<file path="src/rtl/pipe_hazard_ctrl.sv">
// Decode-stage hazard scoreboard for the 5-stage core: stall/bubble/flush and EX operand forwarding.
// Optional macro FORWARD_EN: load-use-only stalls plus MA/WB forwarding; undefined = stall on any pending writer.
module pipe_hazard_ctrl (
    input  logic        clk,
    input  logic        rst,
    input  logic        id_valid,
    input  logic [1:0]  id_r1,
    input  logic [1:0]  id_r2,
    input  logic        id_r1_used,
    input  logic        id_r2_used,
    input  logic [1:0]  id_dst,
    input  logic        id_wr_en,
    input  logic        id_is_load,
    input  logic        ex_branch_taken,
    output logic        stall_if,
    output logic        stall_id,
    output logic        bubble_ex,
    output logic        flush_if_id,
    output logic [1:0]  fwd_a_sel,
    output logic [1:0]  fwd_b_sel,
    output logic [15:0] stall_cnt
);

    logic        ex_valid_q, ma_valid_q, wb_valid_q;
    logic        ex_valid_d;
    logic [1:0]  ex_dst_q, ma_dst_q, wb_dst_q;
    logic        ex_wr_q, ma_wr_q, wb_wr_q;
    logic [15:0] stall_cnt_q, stall_cnt_d;
    logic        hazard;

    // r0 is hardwired zero, so it never counts as a pending write.
    function automatic logic writes(input logic v, input logic w,
                                    input logic [1:0] d, input logic [1:0] r);
        return v & w & (d == r) & (r != 2'd0);
    endfunction

`ifdef FORWARD_EN
    logic        ex_load_q, ma_load_q;
    logic [1:0]  ex_r1_q, ex_r2_q;
    logic        ex_r1u_q, ex_r2u_q;

    // Only a load in EX can't be covered by forwarding; one bubble moves it to WB range.
    always_comb begin
        hazard = id_valid & ex_load_q &
                 ((id_r1_used & writes(ex_valid_q, ex_wr_q, ex_dst_q, id_r1)) |
                  (id_r2_used & writes(ex_valid_q, ex_wr_q, ex_dst_q, id_r2)));
    end

    always_comb begin
        fwd_a_sel = 2'b00;
        fwd_b_sel = 2'b00;
        if (!rst) begin
            if (ex_r1u_q && !ma_load_q && writes(ma_valid_q, ma_wr_q, ma_dst_q, ex_r1_q))
                fwd_a_sel = 2'b01;
            else if (ex_r1u_q && writes(wb_valid_q, wb_wr_q, wb_dst_q, ex_r1_q))
                fwd_a_sel = 2'b10;
            if (ex_r2u_q && !ma_load_q && writes(ma_valid_q, ma_wr_q, ma_dst_q, ex_r2_q))
                fwd_b_sel = 2'b01;
            else if (ex_r2u_q && writes(wb_valid_q, wb_wr_q, wb_dst_q, ex_r2_q))
                fwd_b_sel = 2'b10;
        end
    end

    always_ff @(posedge clk) begin
        ex_load_q <= id_is_load;
        ma_load_q <= ex_load_q;
        ex_r1_q   <= id_r1;
        ex_r2_q   <= id_r2;
        ex_r1u_q  <= id_r1_used;
        ex_r2u_q  <= id_r2_used;
    end
`else
    logic unused_is_load;
    assign unused_is_load = id_is_load;

    // No bypass at all: the source must have left WB before ID may proceed.
    always_comb begin
        hazard = id_valid &
                 ((id_r1_used & (writes(ex_valid_q, ex_wr_q, ex_dst_q, id_r1) |
                                 writes(ma_valid_q, ma_wr_q, ma_dst_q, id_r1) |
                                 writes(wb_valid_q, wb_wr_q, wb_dst_q, id_r1))) |
                  (id_r2_used & (writes(ex_valid_q, ex_wr_q, ex_dst_q, id_r2) |
                                 writes(ma_valid_q, ma_wr_q, ma_dst_q, id_r2) |
                                 writes(wb_valid_q, wb_wr_q, wb_dst_q, id_r2))));
    end

    assign fwd_a_sel = 2'b00;
    assign fwd_b_sel = 2'b00;
`endif

    // A taken branch kills the ID instruction, which overrides any stall it would cause.
    always_comb begin
        flush_if_id = ~rst & ex_branch_taken;
        stall_if    = ~rst & hazard & ~ex_branch_taken;
        stall_id    = stall_if;
        bubble_ex   = ~rst & (hazard | ex_branch_taken);
        ex_valid_d  = id_valid & ~bubble_ex;
        stall_cnt_d = stall_cnt_q;
        if (stall_if && stall_cnt_q != 16'hFFFF)
            stall_cnt_d = stall_cnt_q + 16'd1;
    end

    always_ff @(posedge clk) begin
        if (rst) begin
            ex_valid_q  <= 1'b0;
            ma_valid_q  <= 1'b0;
            wb_valid_q  <= 1'b0;
            stall_cnt_q <= 16'd0;
        end else begin
            ex_valid_q  <= ex_valid_d;
            ma_valid_q  <= ex_valid_q;
            wb_valid_q  <= ma_valid_q;
            stall_cnt_q <= stall_cnt_d;
        end
    end

    always_ff @(posedge clk) begin
        ex_dst_q <= id_dst;
        ex_wr_q  <= id_wr_en;
        ma_dst_q <= ex_dst_q;
        ma_wr_q  <= ex_wr_q;
        wb_dst_q <= ma_dst_q;
        wb_wr_q  <= ma_wr_q;
    end

    assign stall_cnt = stall_cnt_q;

endmodule

</file>
<file path="config.mk">
export PLATFORM = sky130hd
export DESIGN_NAME = pipe_hazard_ctrl
export DESIGN_NICKNAME = d
export VERILOG_FILES = /design/src/rtl/pipe_hazard_ctrl.sv
export SDC_FILE = /design/constraint.sdc
export NUM_CORES = 1
export LEC_CHECK = 0
export ABC_AREA = 1
export BUFFER_PORTS_ARGS = -buffer_cell sky130_fd_sc_hd__buf_2
export CAP_MARGIN = 25
export CELL_PAD_IN_SITES_DETAIL_PLACEMENT = 1
export CELL_PAD_IN_SITES_GLOBAL_PLACEMENT = 2
export CORE_MARGIN = 1.5
export CORE_UTILIZATION = 25
export DETAILED_ROUTE_END_ITERATION = 7
export PLACE_DENSITY_LB_ADDON = 0.25
export SLEW_MARGIN = 20
export SYNTH_ARGS = -nofsm -noshare
export SYNTH_HDL_FRONTEND = slang
export SYNTH_SLANG_ARGS = --single-unit
export TNS_END_PERCENT = 30
</file>
<file path="constraint.sdc">
create_clock -name clk -period 1.55 [get_ports clk]
set_input_delay 0.155 -clock clk [delete_from_list [all_inputs] [get_ports clk]]
set_output_delay 0.155 -clock clk [all_outputs]
set_load 0.03 [all_outputs]
</file>
---- Word-level counts from Yosys, hierarchy flattened ----
Index checks and enable logic that the tools add are counted.
word-level totals
  flip-flop bits (word level) ............. 28
  input port bits ......................... 14
  output and inout bits ................... 24
  word-level logic and storage cells ...... 53
operators by class
  $add $sub $neg .......................... 1
  equality and inequality tests ........... 7
  bitwise gates (word level) .............. 32
  reduce and logical (&&, ||, !) cells .... 3
operator list
  kind                     number
  $and A1 B1 Y1            23
  $add A16 B1 Y16 const B  1
  $ne A16 B16 Y1 const B   1
  $eq A2 B2 Y1             6
  $or A1 B1 Y1             6
  $reduce_bool A2 Y1       2
  $not A1 Y1               3
  $logic_and A1 B1 Y1      1

---- Longest topological paths before layout ----
Gate-level depths: netlist of run 1.
  word-level depth ........................ 12
  mapped depth ............................ 13

---- Worst setup path after synthesis of run 1 ----
No wires, ideal clock.
  path type ............................... register to register
  start point ............................. register stall_cnt_q[1], in the netlist stall_cnt[1]
  end point ............................... register stall_cnt_q[8], in the netlist stall_cnt[8]
  library setup time ...................... 0.113 ns
  arrival time ............................ 1.561 ns
  required time ........................... 1.437 ns
  setup slack ............................. -0.124 ns
  cell stages (with the launch flop) ...... 11
  buffers on the path ..................... 0
  clock period less this slack ............ 1.674 ns
  path through ............................ dfxtp_1 ha_1 nand2_1 nor2_2 nand4_2 nand2_1 nor2_1 nand4_1 nand2_1 nand2_1 nor2_1
on the way
  longest elaborated chain between the ends .. 2
  elaborated cells on any way between the ends .. 3
  classes of those cells .................. 1 x add/sub; 1 x eq/ne; 1 x reduce/logical
RTL lines
  element                                                                  RTL line  source
  from (decl)                                                              28        logic [15:0] stall_cnt_q, stall_cnt_d;
  from (signal assigned)                                                   113       stall_cnt_q <= stall_cnt_d;
  parallel branches: the longest is 2 deep, another holds $add A16 B1 Y16  --
Parallel ways; which one is timed is not known.
A chain may end at the register's enable or synchronous reset.

---- Worst setup path after layout of run 1 ----
  start point ............................. register ma_dst_q[0]
  end point ............................... output port stall_if
on the way
  longest elaborated chain between the ends .. 10
  elaborated cells on any way between the ends .. 16
  classes of those cells .................. 2 x eq/ne; 14 x bitwise
RTL lines
  element                                  RTL line  source
  from (decl)                              26        logic [1:0] ex_dst_q, ma_dst_q, wb_dst_q;
  from (signal assigned)                   120       ma_dst_q <= ex_dst_q;
  $eq A2 B2 Y1                             34        return v & w & (d == r) & (r != 2'd0);
  $and A1 B1 Y1 (2 in a row)               34
  $or A1 B1 Y1, on equally long branches   79, 82
  $or A1 B1 Y1, on equally long branches   80, 83
  $and A1 B1 Y1, on equally long branches  79, 82
  $or A1 B1 Y1 *                           81        writes(wb_valid_q, wb_wr_q, wb_dst_q, id_r1))) |
  $and A1 B1 Y1 *                          78        hazard = id_valid &
  $and A1 B1 Y1 * (2 in a row)             94        stall_if = ~rst & hazard & ~ex_branch_taken;
  to (decl)                                15        output logic stall_if,
Mark *: on every way between the ends. The rest lies on a longest branch, timed or not.

==> results.cfg, run 1 <==
[die]
start_util_pct = 25.6
io_pins = 38
die_w_um = 83.2
dieArea_sq_um = 6920
core_sq_um = 6280
rows = 29
die_h_um = 83.2

[clock_tree]
cts-root-buf = clkbuf_8
clk_pin_slew_ps = 90
cts_buffers = 3
cts_sinks = 28
clockBufferDepth = 2
htreeDepth = 1
cts_tree = built
clock_latency_ps = 270

[yosys]
synth_most_common_cell = nand2_1
synthCells = 249
yosys-top-cells-count = nand2_1, nor2_1, inv_1
syn-cell-area_sq_um = 1610
synth_top_cell_by_area = dfxtp_1
synth_seq_cells = 28
synth_edf_count = 0
syn-mean-instance-area_sq_um = 6.45
async_flop_share_pct = 0
synth_ff_type = dfxtp_1
synth.area.top_cells = dfxtp_1, nand2_1, nor2_1, inv_1, nand3_1
yosys.area.top_type_share_pct = 34.9
ys_types = 28
ys.warnings.count = 0
seq_area_frac_synth_pct = 34.9

[sta]
hold_viol = 0
fin_crit_ps = 1590
finalCritPeriodShare_pct = 103
rsz0062_at_grt = true
setup_ws_ps = -42.0
max_freq_ghz = 0.628
slew_violations = 0
setup_violations = 5
skew_ps = 5.40

[grt]
grt_pass1_wl_mm = 7.14
grt_pass1_vias = 1562
antenna_found_initial = 0
grt_usage_pct = 12.4
overflow = 0
grt_max_degree = 16

[finish]
syn_to_final_growth_pct = 38.7
multi_input_area_sq_um = 931
layout.cells.non_filler = 386
seqCellArea_sq_um = 582
fin_util_pct = 35.5
drive_gt1_share_pct = 42.1
nets = 325
n_fill_cell = 815
n_antenna_cell = 0

[min_path]
hp-class = in -> reg

[critical_path]
path_max_fanout = 3
cpMostUsedCell = nand3_2
startpoint = ma_dst_q[0]
worst-path-buf-inv = 3
crit_family = simple AND/OR/NAND/NOR gates
crit_path_start_kind = flip-flop
max_stage_delay_ps = 330
cp_cell_sequence = buf_4 > nand2_1 > nand3_2 > nand3_2 > nand2_2 > nand2_4 > nand3_4 > inv_4 > buf_6
cp.required_ps = 1390
reg2reg_slack_ps = -20
slowest_stage = dfxtp_2
arrival_ps = 1440
rr_endpoint = stall_cnt[11]
r2r_cells = 12
endpoint = stall_if
crit_type = reg -> out
path_depth = 9
rr_startpoint = ma_dst_q[0]
crit_path_end_kind = output pin

[route]
ant_nets = 0
wl_per_cell_um = 10.6
drt_iter0_drc = 17
via_count = 1602
vias_per_cell = 4.15
drtPass1Iterations = 3
wl_mm = 4.09
drc_errors = 0

[power_and_ir_drop]
p_per_area_nw_per_um2 = 610
ir_worst_vdd_mv = 0.255
leakagePower_uw = 0.00110

[placed_design]
globalplace.congestion = 0.745
hpwl_mm = 3.20
placed_cells = 377
io_buffers = 32

[run]
max-cap-violations = 0

[status]
outcome = complete, but fails checks
violations = negative setup slack
per-layer routing:
layer | track usage, % | wire length (um) | share of wire (%)
met1 | 16.4 | 2000 | 49
met2 | 20.7 | 1940 | 48
met3 | 1.99 | 112 | 2.7
met4 | 4.09 | 34 | 0.83
met5 | 0 | 0 | 0
report_power, final:
part	total, uW	internal [uW]	switching, uW
registers	747	735	11.7
clock network	458	228	230
logic	154	56.8	96.8
how the worst min path moves through the flow:
stage               startpoint           to  slack (ps)  cells past startpoint
finish                id_valid   ex_valid_q         140                      3
global route               rst   ma_valid_q         130                      2
CTS                        rst   ma_valid_q         120                      2
detailed placement    id_wr_en      ex_wr_q         260                      1
global placement     id_dst[0]  ex_dst_q[0]         260                      1
floorplan            id_dst[0]  ex_dst_q[0]         180                      0
kinds of logic (layout without fill, tap and decap cells):
kind of cell | Yosys count | count (layout) | synth area share, %
and+or+nand+nor | 153 | 153 | 43.6
buffers and inverters | 50 | 107 | 13.6
DFF | 28 | 28 | 34.9
AOI/OAI and AO/OA | 16 | 16 | 6.93
adders and majority gates | 1 | 1 | 0.779
other | 1 | 4 | 0.233
sequential cells by signal, summed over array words and instances, names as in the netlist:
signal / flops
ma_valid_q: 1
ex_dst_q: 2
wb_wr_q: 1
ex_valid_q: 1
stall_cnt: 16
wb_dst_q: 2
ex_wr_q: 1
ma_wr_q: 1
wb_valid_q: 1
ma_dst_q: 2
cell usage in the layout (no fill, tap or decap):
cell type / count
conb_1: 4
a21oi_1: 1
nand4_4: 2
dfxtp_1: 13
nand3b_1: 1
buf_4: 24
nand2_2: 15
o21bai_2: 3
clkinv_1: 1
nor2_2: 4
clkbuf_8: 4
inv_4: 1
or2_2: 1
ha_1: 1
o21ai_1: 3
o21a_1: 2
nand4_1: 6
buf_6: 4
nand3_4: 1
nand2_4: 2
nand3_1: 10
inv_2: 10
a21oi_2: 4
nor2_1: 41
inv_1: 31
o21ai_2: 3
dfxtp_2: 14
dfxtp_4: 1
buf_2: 29
nand3_2: 4
nor3_2: 1
nor2_4: 3
dlygate4sd3_1: 3
nand2_1: 62
through the flow:
stage	instance area, sq um	total power, uW	worst slack, ps	hold WS [ps]	setup TNS, ps
after CTS	2160	1380	-66.6	121	-292
after detailed placement	2000	894	-45.1	259	-110
after global placement	2000	894	-15.0	259	-29.5
after global routing	2230	1440	-148	128	-1390
final	2230	1360	-42.0	135	-136
after floorplan	1620	846	-92.4	183	-92.4
timing repair:
item	in CTS	in global routing
cloned	0	0
hold buffers	3	0
setup buffers	3	0
gates resized for setup	29	26
pin swaps	6	11
setup endpoints to repair	8	19
hold endpoints to repair	3	0
worst reg2reg max path, cell delays in order (launching register included):
cell and delay, ps:
dfxtp_2 330, buf_4 130, nand2_1 80, nand3_2 80, nand3_2 80, nand2_2 70, nand2_4 100, nand3_4 100
buf_4 220, nor2_1 140, nand2_1 70, nand2_1 60, nor2_1 40
final cells by class:
| type | instances | area share [%] |
|---|---|---|
| tap | 77 | 4.32 |
| clock buffer | 4 | 2.47 |
| inverter | 43 | 7.36 |
| sequential | 28 | 26.1 |
| multi-input combinational | 174 | 41.8 |
| timing repair buffer | 60 | 18.0 |
Power figures use the tool's default switching activity.
==> run 2, diff against run 1 <==
Settings changed: BUFFER_PORTS_ARGS -buffer_cell sky130_fd_sc_hd__buf_2 to -buffer_cell sky130_fd_sc_hd__buf_4.
==> results.cfg, run 2 (synthesis gave the netlist of run 1 again) <==
[route]
wl_per_cell_um = 10.7
wl_met3_um = 116
vias_per_cell = 4.20
drt_iter0_drc = 36
wl_met1_mm = 2.00
wl_met2_mm = 1.95
drc_errors = 0
drtPass1Iterations = 4
via_count = 1611
dr.max_layer_used = met4
wl_mm = 4.11
ant_nets = 0

[sta]
hold_viol = 0
setup_tns_ps = -68.9
rsz0062_at_grt = true
fin_crit_ps = 1570
skew_ps = 6.85
finalCritPeriodShare_pct = 102
max_freq_ghz = 0.636
setup_violations = 3
slew_violations = 0
setup_ws_ps = -23.6

[critical_path]
r2r_cells = 12
reg2reg_slack_ps = 20
crit_type = reg -> out
rr_endpoint = stall_cnt[2]
crit_path_start_kind = flip-flop
arrival_ps = 1420
cp.required_ps = 1390
rr_startpoint = wb_dst_q[1]
max_stage_delay_ps = 350
startpoint = wb_dst_q[1]
crit_path_end_kind = output pin
path_max_fanout = 3
endpoint = bubble_ex
slowest_stage = dfxtp_2
cp_cell_sequence = inv_2 > nand2_1 > nand2_1 > nand3b_1 > nand3_2 > nand2_2 > nand2_4 > nand2_2 > o21ai_1 > buf_4

[finish]
layout_common_cells = nand2_1, buf_4, nor2_1
n_antenna_cell = 0
drive_gt1_share_pct = 42.0
final_common_cell = nand2_1
fin_util_pct = 36.1
syn_to_final_growth_pct = 41.1
nets = 324
layout.cells.non_filler = 384
largest_reg_flops = 16

[die]
core_sq_um = 6280
die_w_um = 83.2
start_util_pct = 25.6
dieArea_sq_um = 6920
io_pins = 38
rows = 29
die_h_um = 83.2

[power_and_ir_drop]
power_uw = 1310
ir_worst_vdd_mv = 0.279
p_per_area_nw_per_um2 = 577
leakagePower_uw = 0.00108

[min_path]
hp-class = in -> reg

[grt]
grt_pass1_vias = 1506
grt_pass1_wl_mm = 7.04
grt_max_degree = 15
grt_usage_pct = 12.4
overflow = 0
antenna_found_initial = 0

[placed_design]
hpwl_mm = 3.23
placed_cells = 376
place_ws_ps = -23.0
io_buffers = 32
globalplace.congestion = 0.795

[clock_tree]
clock_latency_ps = 270
cts_tree = built
cts_buffers = 3
clk_pin_slew_ps = 100
cts-root-buf = clkbuf_8
clockBufferDepth = 2
htreeDepth = 1
cts_sinks = 28

[status]
violations = negative setup slack
outcome = complete, but fails checks

[run]
max-cap-violations = 0
run 2: cell count changes in the layout (fill, tap and decap cells not counted), sizes merged:
cell,previous run,this run
clkbuf,4,3
buf,57,56
run 2: routing by layer:
layer  vias to the layer above  track usage, %
li1                        868               -
met1                       718            16.8
met2                        21            20.5
met3                         4            1.89
met4                         0            3.64
met5                         -               0
run 2: layout make-up:
class | instances | area, sq um
inverters | 43 | 161
repair buffers | 59 | 465
well taps | 77 | 96.3
fillers | 809 | 4010
clock buffers | 3 | 41.3
flip-flops and latches | 28 | 579
multi-input cells | 174 | 923
run 2: stage by stage:
step | hold WS [ps] | area (sq um)
final | 94.9 | 2270
after global routing | 95.2 | 2270
after detailed placement | 261 | 2070
after global placement | 260 | 2070
after floorplan | 183 | 1620
after CTS | 83.1 | 2200
run 2: timing repair:
item,4_1_cts,5_1_grt
setup buffers,2,0
hold buffers,3,0
hold endpoints to repair,3,0
resized for setup,23,26
setup endpoints to repair,6,19
pin swaps,6,16
gates cloned,0,0
run 2: worst max-delay path, delay by kind of cell (launching register included):
family          cells  cell delay, ps
simple gates        7             480
buf+inv             2             230
flops               1             350
compound gates      1              80
run 2: worst min-delay path by stage:
stage	from	end	cells after the start
detailed placement	id_dst[0]	ex_dst_q[0]	1
finish	rst	ma_valid_q	2
global route	rst	wb_valid_q	2
CTS	rst	ma_valid_q	2
global placement	id_dst[0]	ex_dst_q[0]	1
floorplan	id_dst[0]	ex_dst_q[0]	0
run 2: power breakdown:
part	internal [uW]	switching [uW]	total (uW)
Sequential	736	12.1	749
Combinational	64.3	95.9	160
Clock	175	224	399
==> run 3, diff against run 2 <==
Settings changed: BUFFER_PORTS_ARGS -buffer_cell sky130_fd_sc_hd__buf_4 to -buffer_cell sky130_fd_sc_hd__clkbuf_2.
==> results.cfg, run 3 (synthesis gave the netlist of run 1 again) <==
[route]
via_count = 1617
vias_per_cell = 4.18
drt_iter0_drc = 30
wl_per_cell_um = 10.8
drtPass1Iterations = 4
wl_mm = 4.18
wl_met1_mm = 2.04
dr.max_layer_used = met4
wl_met2_mm = 1.96
ant_nets = 0
drc_errors = 0
wl_met3_um = 128

[die]
dieArea_sq_um = 6920
rows = 29
start_util_pct = 25.6
io_pins = 38
die_w_um = 83.2
die_h_um = 83.2
core_sq_um = 6280

[status]
outcome = complete, but fails checks
violations = negative setup slack

[placed_design]
globalplace.congestion = 0.764
post_dp_cell_area_sq_um = 2000
placed_cells = 378
place_ws_ps = -60.0
io_buffers = 32
hpwl_mm = 3.29

[grt]
grt_pass1_wl_mm = 7.40
overflow = 0
grt_usage_pct = 13.0
grt_max_degree = 15
antenna_found_initial = 0
grt_pass1_vias = 1633

[run]
max-cap-violations = 0

[sta]
slew_violations = 0
skew_ps = 3.36
hold_viol = 0
finalCritPeriodShare_pct = 105
setup_ws_ps = -71.2
rsz0062_at_grt = true
max_freq_ghz = 0.617
setup_violations = 5
setup_tns_ps = -213
fin_crit_ps = 1620

[finish]
largest_reg_flops = 16
layout_common_cells = nand2_1, nor2_1, inv_1
nets = 327
n_antenna_cell = 0
finalInstanceArea_sq_um = 2220
syn_to_final_growth_pct = 38.5
final_common_cell = nand2_1
layout.cells.non_filler = 387
drive_gt1_share_pct = 41.6

[clock_tree]
cts-root-buf = clkbuf_8
clock_latency_ps = 270
cts_sinks = 28
clockBufferDepth = 2
cts_buffers = 3
htreeDepth = 1
cts_tree = built
clk_pin_slew_ps = 90

[critical_path]
cp.required_ps = 1390
path_max_fanout = 3
crit_type = reg -> out
startpoint = ex_valid_q
arrival_ps = 1470
rr_startpoint = ex_valid_q
r2r_cells = 12
rr_endpoint = stall_cnt[9]
crit_path_end_kind = output pin
reg2reg_slack_ps = -40
crit_path_start_kind = flip-flop

[min_path]
worstHoldPathCells = 2
hold_start = rst
hp-class = in -> reg
holdPathEnd = ma_valid_q

[power_and_ir_drop]
ir_worst_vdd_mv = 0.259
p_per_area_nw_per_um2 = 583
leakagePower_uw = 0.00109
run 3: cell count changes in the layout (fill, tap and decap cells not counted), sizes merged:
cell,before,now
clkbuf,3,32
buf,56,30
run 3: final cells by class:
cell class	count	area (sq um)
clock buffers	3	41.3
fillers	830	4050
inverters	43	164
multi-input cells	174	917
flip-flops and latches	28	583
well taps	77	96.3
repair buffers	62	423
run 3: worst max-delay path by stage:
stage | slack (ps) | endpoint | cells past startpoint
CTS | -80 | stall_if | 9
global route | -170 | stall_id | 9
global placement | -20 | stall_cnt[15] | 11
finish | -70 | stall_if | 9
floorplan | -90 | stall_if | 10
detailed placement | -60 | stall_cnt[9] | 11
run 3: repair_timing:
item / 4_1_cts / 5_1_grt
hold buffers: 3 / 0
cloned: 0 / 0
setup buffers: 2 / 1
setup endpoints to repair: 14 / 19
gates resized for setup: 35 / 18
hold endpoints to repair: 3 / 0
pin swaps: 4 / 7
run 3: per-layer routing:
metal	global-route usage (%)	vias up
met1	17.1	716
met5	0	-
met4	3.64	0
met3	1.99	5
met2	22.0	24
li1	-	872
run 3: worst max-delay path, stage by stage (launching register included):
cell	delay, ps
dfxtp_2	340
nand2_2	80
a21oi_2	140
nand3_2	80
nand3_2	70
nand2_2	60
nand2_4	90
nand3_4	110
inv_4	100
buf_8	120
run 3: metrics by stage:
stage	total power (uW)	util (%)	hold WS [ps]
floorplan	846	-	183
global placement	894	31.9	259
detailed placement	894	31.9	260
CTS	1320	34.6	133
global route	1380	35.4	140
finish	1300	35.4	142
run 3: power by group:
part	switching, uW	total [uW]	internal (uW)
Combinational	95.3	150	55.2
Sequential	11.4	747	735
Clock	225	399	175
